File: src/rtl/pipe_pkg.sv
// Shared definitions for the pipeline stage register: state encoding and
// the occupancy value reported for each state.
package pipe_pkg;

  typedef enum logic [1:0] {
    ST_EMPTY = 2'd0,
    ST_FULL  = 2'd1,
    ST_SKID  = 2'd2
  } state_e;

  localparam logic [1:0] OCC_EMPTY = 2'd0;
  localparam logic [1:0] OCC_FULL  = 2'd1;
  localparam logic [1:0] OCC_SKID  = 2'd2;

  function automatic logic [1:0] occ_of(input state_e s);
    case (s)
      ST_FULL: occ_of = OCC_FULL;
      ST_SKID: occ_of = OCC_SKID;
      default: occ_of = OCC_EMPTY;
    endcase
  endfunction

endpackage

File: src/rtl/pipe_sat_cnt.sv
// Saturating up-counter with synchronous clear; sticks at all-ones.
module pipe_sat_cnt #(
  parameter int CNT_W = 16
) (
  input  logic             clk,
  input  logic             clr,
  input  logic             inc,
  output logic [CNT_W-1:0] count
);

  logic [CNT_W-1:0] r_cnt;

  always_ff @(posedge clk) begin
    if (clr)
      r_cnt <= '0;
    else if (inc && (r_cnt != '1))
      r_cnt <= r_cnt + CNT_W'(1);
  end

  assign count = r_cnt;

endmodule

File: src/rtl/pipe_stage_reg.sv
// Valid/ready pipeline stage register with optional 2-entry skid buffer,
// squash input and a saturating stall-cycle counter.
module pipe_stage_reg
  import pipe_pkg::*;
#(
  parameter int DATA_W = 32,
  parameter int CTRL_W = 8,
  parameter int SKID   = 1,
  parameter int CNT_W  = 16
) (
  input  logic              clk,
  input  logic              rst,
  input  logic              flush,
  input  logic              in_valid,
  output logic              in_ready,
  input  logic [DATA_W-1:0] in_data,
  input  logic [CTRL_W-1:0] in_ctrl,
  output logic              out_valid,
  input  logic              out_ready,
  output logic [DATA_W-1:0] out_data,
  output logic [CTRL_W-1:0] out_ctrl,
  output logic [1:0]        occupancy,
  output logic [CNT_W-1:0]  stall_cnt
);

  state_e            r_state, w_state_nx;
  logic [DATA_W-1:0] r_main_data, r_skid_data, w_main_data_nx, w_skid_data_nx;
  logic [CTRL_W-1:0] r_main_ctrl, r_skid_ctrl, w_main_ctrl_nx, w_skid_ctrl_nx;
  logic              w_out_valid;
  logic              w_in_ready;
  logic              w_in_fire;

  assign w_out_valid = (r_state != ST_EMPTY);
  assign w_in_fire   = in_valid & w_in_ready;

  generate
    if (SKID != 0) begin : g_skid
      // Registered ready: decided from the next state so upstream never
      // sees a combinational path from out_ready.
      logic r_rdy;
      always_ff @(posedge clk) begin
        if (rst) r_rdy <= 1'b1;
        else     r_rdy <= (w_state_nx != ST_SKID);
      end
      assign w_in_ready = r_rdy;
    end else begin : g_noskid
      assign w_in_ready = out_ready | ~w_out_valid;
    end
  endgenerate

  always_comb begin
    w_state_nx     = r_state;
    w_main_data_nx = r_main_data;
    w_main_ctrl_nx = r_main_ctrl;
    w_skid_data_nx = r_skid_data;
    w_skid_ctrl_nx = r_skid_ctrl;
    case (r_state)
      ST_EMPTY: begin
        if (w_in_fire) begin
          w_state_nx     = ST_FULL;
          w_main_data_nx = in_data;
          w_main_ctrl_nx = in_ctrl;
        end
      end
      ST_FULL: begin
        if (w_in_fire && out_ready) begin
          w_main_data_nx = in_data;
          w_main_ctrl_nx = in_ctrl;
        end else if (w_in_fire) begin
          // Only reachable with the skid buffer: without it ready is out_ready here.
          w_state_nx     = ST_SKID;
          w_skid_data_nx = in_data;
          w_skid_ctrl_nx = in_ctrl;
        end else if (out_ready) begin
          w_state_nx = ST_EMPTY;
        end
      end
      ST_SKID: begin
        if (out_ready) begin
          w_state_nx     = ST_FULL;
          w_main_data_nx = r_skid_data;
          w_main_ctrl_nx = r_skid_ctrl;
        end
      end
      default: w_state_nx = ST_EMPTY;
    endcase
    if (flush) begin
      w_state_nx     = ST_EMPTY;
      w_main_data_nx = r_main_data;
      w_main_ctrl_nx = r_main_ctrl;
      w_skid_data_nx = r_skid_data;
      w_skid_ctrl_nx = r_skid_ctrl;
    end
  end

  always_ff @(posedge clk) begin
    if (rst) begin
      r_state     <= ST_EMPTY;
      r_main_data <= '0;
      r_main_ctrl <= '0;
      r_skid_data <= '0;
      r_skid_ctrl <= '0;
    end else begin
      r_state     <= w_state_nx;
      r_main_data <= w_main_data_nx;
      r_main_ctrl <= w_main_ctrl_nx;
      r_skid_data <= w_skid_data_nx;
      r_skid_ctrl <= w_skid_ctrl_nx;
    end
  end

  pipe_sat_cnt #(.CNT_W(CNT_W)) u_stall_cnt (
    .clk   (clk),
    .clr   (rst),
    .inc   (w_out_valid & ~out_ready),
    .count (stall_cnt)
  );

  assign in_ready  = w_in_ready;
  assign out_valid = w_out_valid;
  assign out_data  = r_main_data;
  // Bubbles carry zero control so downstream write enables stay off.
  assign out_ctrl  = w_out_valid ? r_main_ctrl : '0;
  assign occupancy = occ_of(r_state);

endmodule

File: config.mk
export PLATFORM = sky130hd
export DESIGN_NAME = pipe_stage_reg
export DESIGN_NICKNAME = d
export VERILOG_FILES = /design/src/rtl/pipe_pkg.sv /design/src/rtl/pipe_sat_cnt.sv /design/src/rtl/pipe_stage_reg.sv
export SDC_FILE = /design/constraint.sdc
export NUM_CORES = 1
export LEC_CHECK = 0
export CAP_MARGIN = 20
export CORE_MARGIN = 2
export CORE_UTILIZATION = 30
export DETAILED_ROUTE_END_ITERATION = 8
export DONT_BUFFER_PORTS = 1
export HOLD_SLACK_MARGIN = 0.05
export PLACE_DENSITY_LB_ADDON = 0.3
export SYNTH_ARGS = -nofsm -noshare
export SYNTH_HDL_FRONTEND = slang
export SYNTH_SLANG_ARGS = --single-unit
File: constraint.sdc
create_clock -name clk -period 4 [get_ports clk]
set_input_delay 1 -clock clk [delete_from_list [all_inputs] [get_ports clk]]
set_output_delay 1 -clock clk [all_outputs]
set_load 0.03 [all_outputs]
==> impl.org <==
** Status
- The run finished with clean final reports.

** Placement
- Input/output buffers :: 0
- The congestion estimate from routability-driven global placement came to 0.733.
- Once placement completed, the tool counted placed cells totaling 677.
- The HPWL after detailed placement is 7120 um.

** Clocking
- Number of CTS-inserted buffers :: 9
- Clock-pin transition on the worst setup and hold timing paths :: 0.06 ns
- # hold bufs at CTS :: 0
- Once the clock tree was built, the resizer swapped 0 gates to a different size.
- TritonCTS built the clock tree.
- Buffers from clock root to sink, at most :: 2
- Deepest level of the CTS H-tree :: 3
- # Post-CTS Setup Buffers :: 0
- Cell at the root of the clock tree :: sky130_fd_sc_hd__clkbuf_16
- At the later pin of the worst-skew pair, clock insertion delay measures 0.34 ns.
- Clock sink total :: 99

** STA
- Worst-margin pin slew :: 0.933 ns
- After routing, the total negative slack on setup checks comes to 0 ns.
- Setup repair after global routing left no endpoint under its margin.
- Clock period minus final worst setup slack :: 2.83 ns
- In this run the tightest slew margin relative to its limit is 37.8%.
- The number of pins exceeding their max-slew limit in the final report is 0.
- Hold violation count in the final report :: 0
- Highest Clock Rate :: 0.354 GHz
- Final-report setup violation count :: 0
- Post-route fraction of the period consumed by the critical path :: 70.7%
- Clk_skew :: 0.00665 ns

** Detailed routing
- Vias after detailed routing :: 3568
- Once detail routing completed, the nets flagged for antenna violations numbered 0.
- The first detailed-routing pass took 5 iterations.
- Routed WL :: 10900 um
- After detailed routing, the number of remaining DRC violations is 0.
- Violation count after the first detailed-routing iteration :: 201
- Drt wl/cell :: 15.7 um
- In the routed layout, each cell is associated on average with a via count of 5.15.

** Logic synthesis
- By area, the combinational part of the netlist is dominated by simple AND/OR/NAND/NOR gates.
- Counting flops with a built-in enable in the synthesized netlist gives 0.
- Sequential share of the synthesized area :: 44.2%
- Cell area after synthesis :: 4480 um^2
- By area the synthesized netlist is led by sky130_fd_sc_hd__dfxtp_1 44%, sky130_fd_sc_hd__a21oi_1 9.6%, sky130_fd_sc_hd__mux2i_1 9.2%, sky130_fd_sc_hd__nand2_1 7.3%, sky130_fd_sc_hd__or3_1 5.9%.
- Yosys reg bits :: 99
- Adder and majority cell fraction of the synthesized area :: 0.279%
- Mux contribution to synthesized area :: 11.2%
- Post-synthesis xor/xnor area fraction :: 0%
- In the synthesized netlist the dominant register cell turns out to be sky130_fd_sc_hd__dfxtp_1.
- The synthesized design devotes to its leading area cell type 44.2% of total area.
- In the synthesized netlist the async set-or-reset flop fraction comes to 0%.
- Of the total synthesized cell area, the portion taken by AND, OR, NAND and NOR gates is 22.9%.
- For this run, the number of Yosys warnings is 0.
- Average size of a mapped cell :: 8.40 um^2
- The most common cell in the synthesized netlist is sky130_fd_sc_hd__dfxtp_1.
- Post-synthesis compound-gate area fraction :: 16.2%
- Counting distinct cell types in the post-synthesis netlist gives 41.
- The biggest area contributor in the post-synthesis netlist is sky130_fd_sc_hd__dfxtp_1.
- After technology mapping, the gate count stands at 534.
- Synthesis produced a netlist with a net count of 580.
- Cell types with the highest counts after synthesis :: 99 x sky130_fd_sc_hd__dfxtp_1, 87 x sky130_fd_sc_hd__nand2_1, 86 x sky130_fd_sc_hd__a21oi_1, 42 x sky130_fd_sc_hd__o21ai_0, 42 x sky130_fd_sc_hd__or3_1

** Pwr
- In this run, flip-flops and latches consume 52.0% of the power.
- Gate power share :: 4.4%
- For this design the ratio of total power to cell area is 419 nW/um^2.
- Peak ir drop on the vdd network :: 0.228 mV
- The internal portion of the total power is 1.57 mW.
- Clock share of power :: 43.6%
- In this run the power spent charging and discharging nets is 0.464 mW.
- Static leakage :: 1.83 nW
- Of the total power, the share spent switching nets is 22.8%.

** Critical path
- Biggest cell delay along the critical path :: 0.61 ns
- STA classifies the critical path endpoint as an output port.
- Number of gates on the worst path with buffers counted :: 2
- Depth of the worst register-to-register path :: 4
- Along the worst path, the maximum fanout reaches 11.
- Cell chain of the critical path :: nor2_1, nor2b_1
- Critical-path top delay cell :: sky130_fd_sc_hd__nor2b_1
- CP Data Required Time :: 3.00 ns
- Data arrival time of the critical path :: 1.83 ns
- Top delay family on crit path :: simple AND/OR/NAND/NOR gates
- Crit path buf inv count :: 0
- Crit Path Class :: flop to output port
- Element type at the critical path start :: flop

** GRT
- The number of global-route vias before repair came to 3478.
- Global route overflow :: 0
- Total Routing Usage GR :: 13.6%
- Antenna violations before repair :: 0
- Entering global routing, the biggest net connects 109 pins.
- Global-route wire length before repair :: 17600 um

** Worst hold path
- Worst hold path class :: flop to flop
- Cells on Worst Hold Path :: 2

** Finish
- From synthesis to final layout, the design area changed by 8.15%.
- Excluding fillers, the count of instances in the completed layout stands at 693.
- The final layout contains 550 nets.
- Total inserted antenna cells :: 0
- Fraction of final layout cells sized beyond drive strength 1 :: 7.27%
- Measured on the finished design, the core utilization comes to 33.2%.

** Floorplan
- Initial Util :: 30.7%
- From bottom edge to top edge, the die measures 126 um.
- Die W :: 126 um
- The die covers 15900 um^2.
- The floorplan has 44 rows.
- Count of pins on the block boundary :: 105
- Core Footprint :: 14600 um^2

** Run
- The tool flagged a number of max-cap violations equal to 0.
## registers in the layout, summed over array words and instances (netlist names)
register           flops
r_skid_ctrl            8
r_state                2
out_data              32
r_skid_data           32
u_stall_cnt.count     16
r_main_ctrl            8
in_ready               1
## metal layers
layer  wire length (um)  up-vias  GRT usage (%)  part of all wire [%]
li1                   -     1800              -                     -
met1               4630     1687           15.5                    43
met2               5380       75           23.6                    49
met3                781        6           5.40                   7.2
met4                 82        0           3.68                  0.75
met5                  0        -              0                     0
## cells in the final DEF, fill, tap and decap left out, drive strengths merged, types with 5 or more instances in the layout
cell type  count
or3           43
dfxtp         99
nand3          5
nor2          13
nand2         87
mux2i         41
nor2b         19
nor3           5
mux2           8
nor4           5
buf            5
o31ai          5
or4            5
a21oi         86
o21ai         42
clkbuf        13
## worst register-to-register path, cell delays in order, from the launching register on
cell                       delay, ns
sky130_fd_sc_hd__dfxtp_1        0.57
sky130_fd_sc_hd__o21bai_1       0.40
sky130_fd_sc_hd__or4_2          0.74
sky130_fd_sc_hd__nor3_1         0.17
sky130_fd_sc_hd__mux2_2         0.35
## per-stage QoR
step | hold WS (ns) | area, um^2 | power (mW) | setup slack [ns]
after floorplan | 0.433 | 4480 | 1.17 | 1.59
after global placement | 0.435 | 4540 | 1.17 | 1.30
after detailed placement | 0.440 | 4540 | 1.17 | 1.27
after CTS | 0.449 | 4850 | 2.07 | 1.09
after global routing | 0.468 | 4850 | 2.12 | 0.994
final | 0.450 | 4850 | 2.03 | 1.17
## path summary, 6_finish.rpt
kind | from | end | slack, ns
worst max-delay path | r_state[1]$_SDFF_PP0_ | out_ctrl[0] | 1.17
worst min-delay path | r_skid_data[18]$_SDFFE_PP0P_ | r_skid_data[18]$_SDFFE_PP0P_ | 0.45
worst max register to register | r_state[1]$_SDFF_PP0_ | u_stall_cnt.count[15]$_SDFFE_PP0P_ | 1.66
worst min register to register | r_skid_data[18]$_SDFFE_PP0P_ | r_skid_data[18]$_SDFFE_PP0P_ | 0.45
## area by class of cell
cell class                 instances  area (um^2)
sequential                        99         1980
inverter                           4         15.0
multi-input combinational        385         2280
timing repair buffer               5         37.5
fill                            1533         9740
tap                              184          230
clock inverter                     3         46.3
clock buffer                      13          260
## cells by family (layout without fill, tap and decap cells)
| logic type | Yosys count | after routing |
|---|---|---|
| buffers and inverters | 50 | 25 |
| adders and majority gates | 1 | 1 |
| muxes | 49 | 49 |
| DFF | 99 | 99 |
| and+or+nand+nor | 196 | 196 |
| AOI/OAI and AO/OA | 139 | 139 |
## power by group through the flow
| stage | clock network [mW] | registers [mW] | logic (mW) |
|---|---|---|---|
| 2_1_floorplan | 0 | 1.07 | 0.0980 |
| 3_3_place_gp | 0 | 1.08 | 0.0883 |
| 3_5_place_dp | 0 | 1.08 | 0.0909 |
| 4_1_cts | 0.924 | 1.06 | 0.0911 |
| 5_1_grt | 0.962 | 1.06 | 0.103 |
| 6_report | 0.886 | 1.06 | 0.0902 |
No activity file was read; power rests on OpenSTA's default activity.
